[config.mk]
export PLATFORM = sky130hd
export DESIGN_NAME = arbitro_rolhas
export DESIGN_NICKNAME = d
export VERILOG_FILES = /design/src/rtl/arbitro_rolhas.sv
export SDC_FILE = /design/constraint.sdc
export NUM_CORES = 1
export LEC_CHECK = 0
export ABC_AREA = 1
export BUFFER_PORTS_ARGS = -buffer_cell sky130_fd_sc_hd__buf_2
export CAP_MARGIN = 30
export CORE_MARGIN = 5
export CORE_UTILIZATION = 46
export CTS_CLUSTER_DIAMETER = 200
export CTS_CLUSTER_SIZE = 30
export DETAILED_ROUTE_END_ITERATION = 7
export PLACE_DENSITY = 0.73
export SLEW_MARGIN = 20
export SYNTH_ARGS = -nofsm -noshare
export SYNTH_HDL_FRONTEND = slang
export SYNTH_SLANG_ARGS = --single-unit
export TNS_END_PERCENT = 1
[constraint.sdc]
create_clock -name clk -period 1.9 [get_ports clk]
set_clock_uncertainty 0.2 [all_clocks]
set_input_delay 0.285 -clock clk [delete_from_list [all_inputs] [get_ports clk]]
set_output_delay 0.285 -clock clk [all_outputs]
set_load 0.01 [all_outputs]
[src/rtl/arbitro_rolhas.sv]
// arbitro_rolhas: arbiter and sequencer for the shared cork-stock counter.
// Serves the capping station (dec) and the refill feeder (inc) over a
// req/ack/nack handshake and keeps the count saturating in 0..MAX_ROLHAS.
//
// Ports:
//   clk, reset             line clock, asynchronous active-high reset
//   dec_req/dec_ack/nack   capping station: take one cork
//   inc_req/inc_ack/nack   feeder: deliver one cork
//   count                  current stock
//   rolha_ok, low_stock    count != 0, count <= LOW_TH
//   full                   count == MAX_ROLHAS
//   erro                   sticky release-timeout flag
//
// Optional feature: define ARBITRO_ROLHAS_TIMEOUT_EN to build the WAIT_REL
// watchdog (TIMEOUT cycles). Without it, erro is tied 0.
module arbitro_rolhas #(
    parameter int unsigned WIDTH      = 5,
    parameter int unsigned MAX_ROLHAS = 31,
    parameter int unsigned LOW_TH     = 4,
    parameter int unsigned TIMEOUT    = 15
) (
    input  logic             clk,
    input  logic             reset,
    input  logic             dec_req,
    output logic             dec_ack,
    output logic             dec_nack,
    input  logic             inc_req,
    output logic             inc_ack,
    output logic             inc_nack,
    output logic [WIDTH-1:0] count,
    output logic             rolha_ok,
    output logic             low_stock,
    output logic             full,
    output logic             erro
);

    typedef enum logic [2:0] {
        StIdle, StAckDec, StAckInc, StNackDec, StNackInc, StWaitRel
    } state_e;

    typedef enum logic {GrantDec, GrantInc} grant_e;

    state_e           state_q, state_d;
    grant_e           last_grant_q, last_grant_d;
    logic             served_dec_q, served_dec_d;
    logic [WIDTH-1:0] count_q, count_d;
    logic             dec_v, inc_v, pick_dec, served_req;

    assign served_req = served_dec_q ? dec_req : inc_req;

`ifdef ARBITRO_ROLHAS_TIMEOUT_EN
    localparam int unsigned TW = (TIMEOUT > 1) ? $clog2(TIMEOUT) : 1;

    logic [TW-1:0] tmo_q, tmo_d;
    logic          erro_q, erro_d;
    // Set on timeout; a blocked requester is ignored until its req is seen low.
    logic          blk_dec_q, blk_dec_d, blk_inc_q, blk_inc_d;

    assign dec_v = dec_req & ~blk_dec_q;
    assign inc_v = inc_req & ~blk_inc_q;
    assign erro  = erro_q;
`else
    assign dec_v = dec_req;
    assign inc_v = inc_req;
    assign erro  = 1'b0;
`endif

    // On a tie the requester not served last wins.
    assign pick_dec = (dec_v && inc_v) ? (last_grant_q == GrantInc) : dec_v;

    // State register
    always_ff @(posedge clk or posedge reset) begin
        if (reset) begin
            state_q      <= StIdle;
            last_grant_q <= GrantInc;
            served_dec_q <= 1'b0;
            count_q      <= '0;
`ifdef ARBITRO_ROLHAS_TIMEOUT_EN
            tmo_q        <= '0;
            erro_q       <= 1'b0;
            blk_dec_q    <= 1'b0;
            blk_inc_q    <= 1'b0;
`endif
        end else begin
            state_q      <= state_d;
            last_grant_q <= last_grant_d;
            served_dec_q <= served_dec_d;
            count_q      <= count_d;
`ifdef ARBITRO_ROLHAS_TIMEOUT_EN
            tmo_q        <= tmo_d;
            erro_q       <= erro_d;
            blk_dec_q    <= blk_dec_d;
            blk_inc_q    <= blk_inc_d;
`endif
        end
    end

    // Next-state logic
    always_comb begin
        state_d      = state_q;
        last_grant_d = last_grant_q;
        served_dec_d = served_dec_q;
        count_d      = count_q;
`ifdef ARBITRO_ROLHAS_TIMEOUT_EN
        tmo_d        = '0;
        erro_d       = erro_q;
        blk_dec_d    = blk_dec_q & dec_req;
        blk_inc_d    = blk_inc_q & inc_req;
`endif
        unique case (state_q)
            StIdle: begin
                if (dec_v || inc_v) begin
                    served_dec_d = pick_dec;
                    if (pick_dec) begin
                        last_grant_d = GrantDec;
                        if (count_q != '0) begin
                            state_d = StAckDec;
                            count_d = count_q - 1'b1;
                        end else begin
                            state_d = StNackDec;
                        end
                    end else begin
                        last_grant_d = GrantInc;
                        if (count_q < WIDTH'(MAX_ROLHAS)) begin
                            state_d = StAckInc;
                            count_d = count_q + 1'b1;
                        end else begin
                            state_d = StNackInc;
                        end
                    end
                end
            end
            StAckDec, StAckInc, StNackDec, StNackInc: state_d = StWaitRel;
            StWaitRel: begin
                if (!served_req) begin
                    state_d = StIdle;
`ifdef ARBITRO_ROLHAS_TIMEOUT_EN
                end else if (tmo_q == TW'(TIMEOUT - 1)) begin
                    state_d = StIdle;
                    erro_d  = 1'b1;
                    if (served_dec_q) blk_dec_d = 1'b1;
                    else              blk_inc_d = 1'b1;
                end else begin
                    tmo_d = tmo_q + 1'b1;
`endif
                end
            end
            default: state_d = StIdle;
        endcase
    end

    // Moore outputs
    always_comb begin
        dec_ack  = 1'b0;
        dec_nack = 1'b0;
        inc_ack  = 1'b0;
        inc_nack = 1'b0;
        unique case (state_q)
            StAckDec:  dec_ack  = 1'b1;
            StNackDec: dec_nack = 1'b1;
            StAckInc:  inc_ack  = 1'b1;
            StNackInc: inc_nack = 1'b1;
            default: ;
        endcase
    end

    assign count     = count_q;
    assign rolha_ok  = (count_q != '0);
    assign low_stock = (count_q <= WIDTH'(LOW_TH));
    assign full      = (count_q == WIDTH'(MAX_ROLHAS));

endmodule

==> run summary, run 1 <==
The run gives 104 ps as the slack of the critical path. The hold slack is 233 ps. The global-route congestion overflow total was 0; the clock latency on the worst-skew pair was 270 ps.

The logs give 12 for the initial detailed-routing violation count and 0 ps for the final total negative setup slack. Post-CTS timing repair inserted 0 buffers for setup. The share of the cycle needed by the critical path after routing is 94.5%, and the critical path arrival is 1760 ps. The length of the first detailed-routing pass in iterations is 5.

The run gives 0 as the count of maximum capacitance violations. The number of failing hold endpoints at the final stage was 0. Setup repair after global routing left no endpoint under its margin. The tools report the wire length of the first global-routing pass as 2430 um. Setup violations remaining at the end of the flow were counted as 0. The min-delay analysis places its worst path in the category input port to flip-flop.

After floorplanning, the core was sized to cover 1510 sq um. In the synthesized netlist the async set-or-reset flop fraction comes to 100%. Sequential elements use 34.5% of the synthesized area. The mapped netlist covers 729 sq um. The largest incremental delay on the critical path was 540 ps.

Leaving out fill and tap cells, the most frequent cells in the layout are nand2_1 (19), inv_1 (17), buf_2 (15), dfrtp_1 (9), nand3_1 (7). The number of clock buffers added by TritonCTS is 3. Cell type with the highest occurrence count on the critical path: nand2_1. The floorplan has 14 rows. The width of the chip is 49.8 um, and the peak ir drop on the vdd network is 0.802 mV.

The number of antenna diodes in the final layout is 0. The H-tree depth was 1. The logs give 603 for the via count of the first global-routing pass and 0 for the remaining design rule violation count. The number of warnings issued by yosys was 0. Buffers placed on the I/O ports in this run total 15.

The tools report the reg-to-reg setup timing slack as 100 ps. Of all nets on the critical path, the largest fanout is 5. Startpoint class of the critical path: a flip-flop. Die height: 49.8 um. The logs give 12.8% for the total routing usage reported by global routing and 104 for the net count of the mapped netlist.

For the number of antenna violations at the first check in global routing, the log shows 0. The flow ran to the end, and the final reports show no timing, DRC or antenna violations. Entering global routing, the biggest net connects 11 pins.

Dividing total power by cell area gives a power density of 1630 nW/um^2. In this run the remaining antenna-violating nets after routing total 0. The largest area contributor in the synthesized netlist is dfrtp_1. Counting flops and latches in the post-synthesis netlist gives 10.

The synthesized area per cell works out to 7.44 sq um. The shortest period the worst path allows is 1800 ps. TritonCTS built the clock tree. After detailed routing, the average wire length per cell comes to 10.8 um. Before CTS, the worst setup slack after placement is 15.0 ps.

The tools report the type of destination of the critical path as a flip-flop. Total wire length: 1450 um. The cell family contributing the most delay on the critical path was flip-flops. After legalization and detailed placement, the total HPWL measured 1190 um. By area the synthesized netlist is led by dfrtp_1 (31%), nand2_1 (10%), inv_1 (8.7%), nand3_1 (5.5%), nand2_2 (4.3%). The critical path goes through inv_2 -> nand2_4 -> nand2_4 -> nand2_1 -> nand2_1 -> inv_1 -> ha_1 -> inv_1 -> nand2_2 -> inv_2 -> o21ai_1 -> nand2_1 -> nand3_1 -> nand2_1.

In this run the static leakage power is 0.486 nW. The count of final max-slew check failures is 0, and the full die area is 2480 sq um. The tree is rooted in a clkbuf_4. The count of different cell masters after synthesis is 28, and the total clock sinks is 10.

The buffers plus inverters on the worst setup path works out to 4. Of the cells placed in the final design, the portion with a size suffix greater than 1 is 35.6%. For the starting density of the core, the log shows 48.4%. For the fill cell instance count of the final layout, the log shows 152.

Of the post-synthesis cell area, the dominant cell type holds 30.9%. For this run, the top clock speed supported by timing is 557 MHz. In the routed layout, each cell is associated on average with a via count of 5.03. Most frequent standard cell in the layout excluding fill and tap cells: nand2_1. The slowest cell on the critical path is dfstp_2. Relative to the synthesized area, the layout overhead comes to 24.5%. The commonest register cell after synthesis is dfrtp_1.

For the worst setup path, the data required time is 1860 ps. The worst-case clock buffer depth is 2, and the number of synthesized flops with an enable pin is 0. The final net count came out at 125. Clock-pin slew was measured on the worst setup and hold paths at 70 ps.

At the end of routability-driven placement, the weighted congestion stood at 0.792. For this design the top-level I/O count stands at 17. Summing over every cut layer, the via total after detailed routing is 674.

The path type of the worst setup path was flip-flop to flip-flop. Synthesis produced a netlist whose cell count is 98.
==> worst min-delay path, stage by stage <==
cell and delay [ps]:
buf_2 120, clkinv_1 80, a21oi_4 70, nand3_1 60, nand2_1 50
==> metal layers <==
metal / vias to the layer above / GRT usage [%] / part of all wire (%)
met3: 6 / 3.61 / 5.9
met1: 308 / 14.1 / 39
li1: 341 / - / -
met4: 0 / 6.55 / 1.5
met2: 19 / 22.0 / 53
met5: - / 0 / 0
==> synthesized netlist by cell type (all sizes together), types with 2 or more instances <==
cell and number:
a21oi 2, dfrtp 9, ha 2, inv 22
nand2 25, nand3 8, nand4 2, nor2 9
nor3 2, o21ai 6, xor2 3
==> power breakdown <==
group          switching, W  internal [W]  total, W
Clock             0.0000773      0.000116  0.000194
Combinational      0.000495      0.000346  0.000842
Sequential         0.000126      0.000321  0.000448
==> kinds of logic after synthesis <==
logic type	count (synthesis)	synth area share, %
other	1	0.514
buffers and inverters	24	13.5
flip-flops	10	34.5
adder cells (fa/ha/maj)	2	3.43
XOR/XNOR	4	4.80
AO/OA/AOI/OAI	11	11.5
AND/OR/NAND/NOR	46	31.7
==> through the flow <==
stage               util, %  power, W  instance area (sq um)  instances
global placement       54.7   0.00122                    825        129
finish                 60.3   0.00148                    908        134
detailed placement     54.7   0.00124                    825        129
global route           60.3   0.00163                    908        134
floorplan                 -   0.00103                    729         98
CTS                    58.0   0.00145                    873        134
==> layout make-up <==
type | count | area [sq um] | share of cell area [%]
clock buffers | 4 | 36.3 | 3.99
inverters | 23 | 91.3 | 10.1
multi-input cells | 64 | 417 | 45.9
flip-flops and latches | 10 | 251 | 27.7
well taps | 16 | 20.0 | 2.20
repair buffers | 17 | 92.6 | 10.2
==> sequential cells by signal, summed over array words and instances (netlist names) <==
register,flops
last_grant_q,1
count,5
state_q,3
served_dec_q,1
==> timing repair <==
action / in CTS / in global routing
hold endpoints to repair: 9 / 0
setup endpoints to repair: 1 / 2
gates resized for setup: 1 / 6
pin swaps: 0 / 1
hold buffers: 1 / 0
==> worst paths after layout <==
path / cells past startpoint / endpoint / start
setup / recovery: 14 / count[4]$_DFFE_PP0P_ / last_grant_q$_DFFE_PP1P_
hold / removal: 5 / state_q[2]$_DFFE_PP0P_ / inc_req
setup reg to reg: 14 / count[4]$_DFFE_PP0P_ / last_grant_q$_DFFE_PP1P_
hold reg to reg: 1 / count[0]$_DFFE_PP0P_ / count[0]$_DFFE_PP0P_
max in group asynchronous: 3 / last_grant_q$_DFFE_PP1P_ / reset
min in group asynchronous: 3 / state_q[2]$_DFFE_PP0P_ / reset
(Power assumes the default switching activity.)
==> inputs of run 2 (changes only) <==
Settings changed: PLACE_DENSITY 0.73 to 0.84.
==> run 2 against run 1 <==
Effect of this change: combinational power rose by 1%; maximum frequency about the same; total power shrank 1.9%; non-clock buffer count stayed put; setup slack worse by 1.7 ps; global-route usage rose by 0.32 points; sequential power is essentially flat; critical path type unchanged; routed wire length up 5.2%; via count is 1.3% lower; clock-buffer cell count unchanged; first-iteration DRC count unchanged; cell count stayed put.
==> run summary, run 2 (synthesized netlist as in run 1, its figures left out) <==
Via count of the first global-routing pass: 653 (was 603). The flip-flop count of the largest register, all copies and words added came out at 5 (unchanged). The logic depth of the worst setup path including buffers works out to 11 (was 14).

The tools report the number of diodes as 0 (unchanged). The share of total power in sequential cells was 30.7% (was 30.2%); the largest incremental delay on the critical path was 530 ps (was 540 ps). The run gives 0.761 mV (was 0.802 mV) as the peak ir drop on the vdd network.

The tools report the clock buffer count from CTS as 3 (unchanged). For the power share of the clock group, the log shows 10.7% (was 13.1%). Standard cell core area: 1510 sq um (unchanged).

The critical path arrival is 1760 ps (about the same). The flow ran to the end, and the final reports show no timing, DRC or antenna violations. The final total negative setup slack came out at 0 ps (unchanged). Highest-count cells in the layout ignoring fill and taps: nand2_1 (19), inv_1 (17), buf_2 (15), dfrtp_1 (9), nand3_1 (7) (unchanged).

The initial detailed-routing violation count is 12 (unchanged), and the length of the first detailed-routing pass in iterations is 4 (was 5). The clock latency on the worst-skew pair is 270 ps (about the same), and the number of cells on the worst hold path is 5 (unchanged). The clock transition at the register clock pins on the worst setup and hold paths after CTS is 70 ps (about the same). Slack of the critical path: 103 ps (was 104 ps). The internal power is 0.000744 W (was 0.000784 W), and the count of placed standard cells including taps is 129 (unchanged). The number of placed I/O pins came out at 17 (unchanged). TritonCTS built the clock tree. The run gives 665 (was 674) as the total via count in the routed design. The cell family contributing the most delay on the critical path was flip-flops (unchanged). The count of maximum capacitance violations is 0 (unchanged).

The count of buffers from port buffering works out to 15 (unchanged). The switching component of the power was 0.000712 W (was 0.000699 W). Buffer cell driving the clock tree root: clkbuf_4 (unchanged). The wire length of the first global-routing pass came out at 2620 um (was 2430 um). The share of the cycle needed by the critical path after routing came out at 94.6% (was 94.5%). The tools report the combinational power share as 58.6% (was 56.7%). The die height is 49.8 um (unchanged), and the total clock sinks is 10 (unchanged).

The average detailed-routed wire length per instance works out to 11.4 um (was 10.8 um). The power per unit of standard cell area came out at 1640 nW/um^2 (was 1630 nW/um^2). The hold slack was 231 ps (was 233 ps). The logs give 0 (unchanged) for the remaining design rule violation count and 0.477 nW (was 0.486 nW) for the leakage power.

For the number of placement rows, the log shows 14 (unchanged). The fraction of power spent switching nets works out to 48.9% (was 47.1%). The maximum number of pins on one net before global-route repair came out at 11 (unchanged). Number of antenna violations at the first check in global routing: 0 (unchanged). Post-detailed-route via-to-cell ratio: 4.96 (was 5.03). The most frequent standard cell in the layout excluding fill and tap cells was nand2_1 (unchanged). The tools report the data required time of the critical path as 1860 ps (about the same). Type of destination of the critical path: a flip-flop (unchanged).

Shortest period the worst path allows: 1800 ps (about the same). The count of final max-slew check failures came out at 0 (unchanged). The path type of the worst setup path was flip-flop to flip-flop (unchanged). For the total routing usage reported by global routing, the log shows 13.1% (was 12.8%). The global-route congestion overflow total was 0 (unchanged); the total wire length was 1530 um (was 1450 um). For the final net count, the log shows 125 (unchanged). The fill cell instance count of the final layout came out at 141 (was 152).

The estimated wirelength of the detail-placed design is 1200 um (was 1190 um). Setup repair after global routing could not meet its margin everywhere. CP Cell Sequence: inv_2 -> nand2_4 -> nand2_2 -> inv_1 -> ha_4 -> nand4_1 -> nand2_1 -> inv_1 -> nand3_1 -> nand3_1 -> nand2_1 (was inv_2 -> nand2_4 -> nand2_4 -> nand2_1 -> nand2_1 -> inv_1 -> ha_1 -> inv_1 -> nand2_2 -> inv_2 -> o21ai_1 -> nand2_1 -> nand3_1 -> nand2_1). The logs give 556 MHz (was 557 MHz) for the maximum operating frequency and 0 (unchanged) for the post-CTS setup-driven buffer insertion count.

The slowest cell on the critical path was dfstp_2 (unchanged). The tools report the startpoint class of the critical path as a flip-flop (unchanged). The buffers plus inverters on the worst setup path came out at 3 (was 4). The ratio of cells with drive above 1 in the final layout works out to 34.7% (was 35.6%). The final standard cell count with taps included and fillers excluded is 134 (unchanged). For the final number of setup-violating endpoints, the log shows 0 (unchanged). The register with the most flip-flops was count (unchanged). The layout overhead on the synthesized area is 22.0% (was 24.5%), and the width of the chip is 49.8 um (unchanged).

The logs give 0 (unchanged) for the number of failing hold endpoints at the final stage and 48.4% (unchanged) for the starting density of the core. The worst-case clock buffer depth is 2 (unchanged), and the worst-path maximum fanout is 4 (was 5). Full die area: 2480 sq um (unchanged).

For the worst setup slack before clock tree synthesis, the log shows -10.6 ps (was 15.0 ps). The total power after layout came out at 0.00146 W (was 0.00148 W). The H-tree depth is 1 (unchanged). Final RePlAce weighted congestion: 0.858 (was 0.792). The number of cells on the worst reg-to-reg path was 11 (was 14). The number of nets with antenna violations after detailed routing came out at 0 (unchanged).

The worst hold path class is input port to flip-flop (unchanged). Largest registers: count (5), state_q (3) (unchanged).
==> run 2: layout make-up <==
| type | count | area (sq um) | area share (%) |
|---|---|---|---|
| multi-input combinational | 64 | 408 | 45.9 |
| sequential | 10 | 251 | 28.3 |
| timing repair buffer | 17 | 92.6 | 10.4 |
| inverter | 23 | 91.3 | 10.3 |
| clock buffer | 4 | 26.3 | 2.95 |
| tap | 16 | 20.0 | 2.25 |
==> run 2: worst paths after layout <==
check                                            to  slack (ps)                      from
setup / recovery               count[4]$_DFFE_PP0P_         100  last_grant_q$_DFFE_PP1P_
hold / removal               state_q[2]$_DFFE_PP0P_         230                   inc_req
setup reg to reg               count[4]$_DFFE_PP0P_         100  last_grant_q$_DFFE_PP1P_
hold reg to reg            last_grant_q$_DFFE_PP1P_         350  last_grant_q$_DFFE_PP1P_
max in group asynchronous  last_grant_q$_DFFE_PP1P_         840                     reset
min in group asynchronous    state_q[0]$_DFFE_PP0P_         330                     reset
==> run 2: what timing repair did <==
action / CTS / global route
gates resized for setup: 1 / 5
pin swaps: 0 / 2
endpoints found under the setup margin: 1 / 2
endpoints found under the hold margin: 9 / 0
gates cloned: 0 / 0
hold buffers: 1 / 0
==> run 2: worst register-to-register path: stages, from the launching register on <==
cell and delay (ps):
dfstp_2 530, inv_2 40, nand2_4 60, nand2_2 80, inv_1 110, ha_4 220, nand4_1 90, nand2_1 60
inv_1 80, nand3_1 80, nand3_1 90, nand2_1 50
==> run 2: power groups by stage <==
stage / clock [W] / sequential (W) / combinational [W]
floorplan: 0 / 0.000450 / 0.000575
global placement: 0 / 0.000439 / 0.000768
detailed placement: 0 / 0.000445 / 0.000803
finish: 0.000156 / 0.000447 / 0.000853
global route: 0.000169 / 0.000466 / 0.000960
CTS: 0.000160 / 0.000441 / 0.000813
==> run 2: routing by layer <==
layer | track usage [%] | up-vias | routed length, um | part of all wire (%)
met4 | 6.99 | 0 | 32 | 2.1
met5 | 0 | - | 0 | 0
met1 | 15.0 | 302 | 636 | 42
li1 | - | 343 | - | -
met2 | 23.5 | 15 | 800 | 52
met3 | 1.20 | 5 | 57 | 3.7
==> run 2: per-stage QoR <==
stage | cell area [sq um] | utilization, %
after floorplan | 729 | -
after global placement | 825 | 54.7
after detailed placement | 825 | 54.7
after CTS | 861 | 57.1
after global routing | 890 | 59.1
final | 890 | 59.1
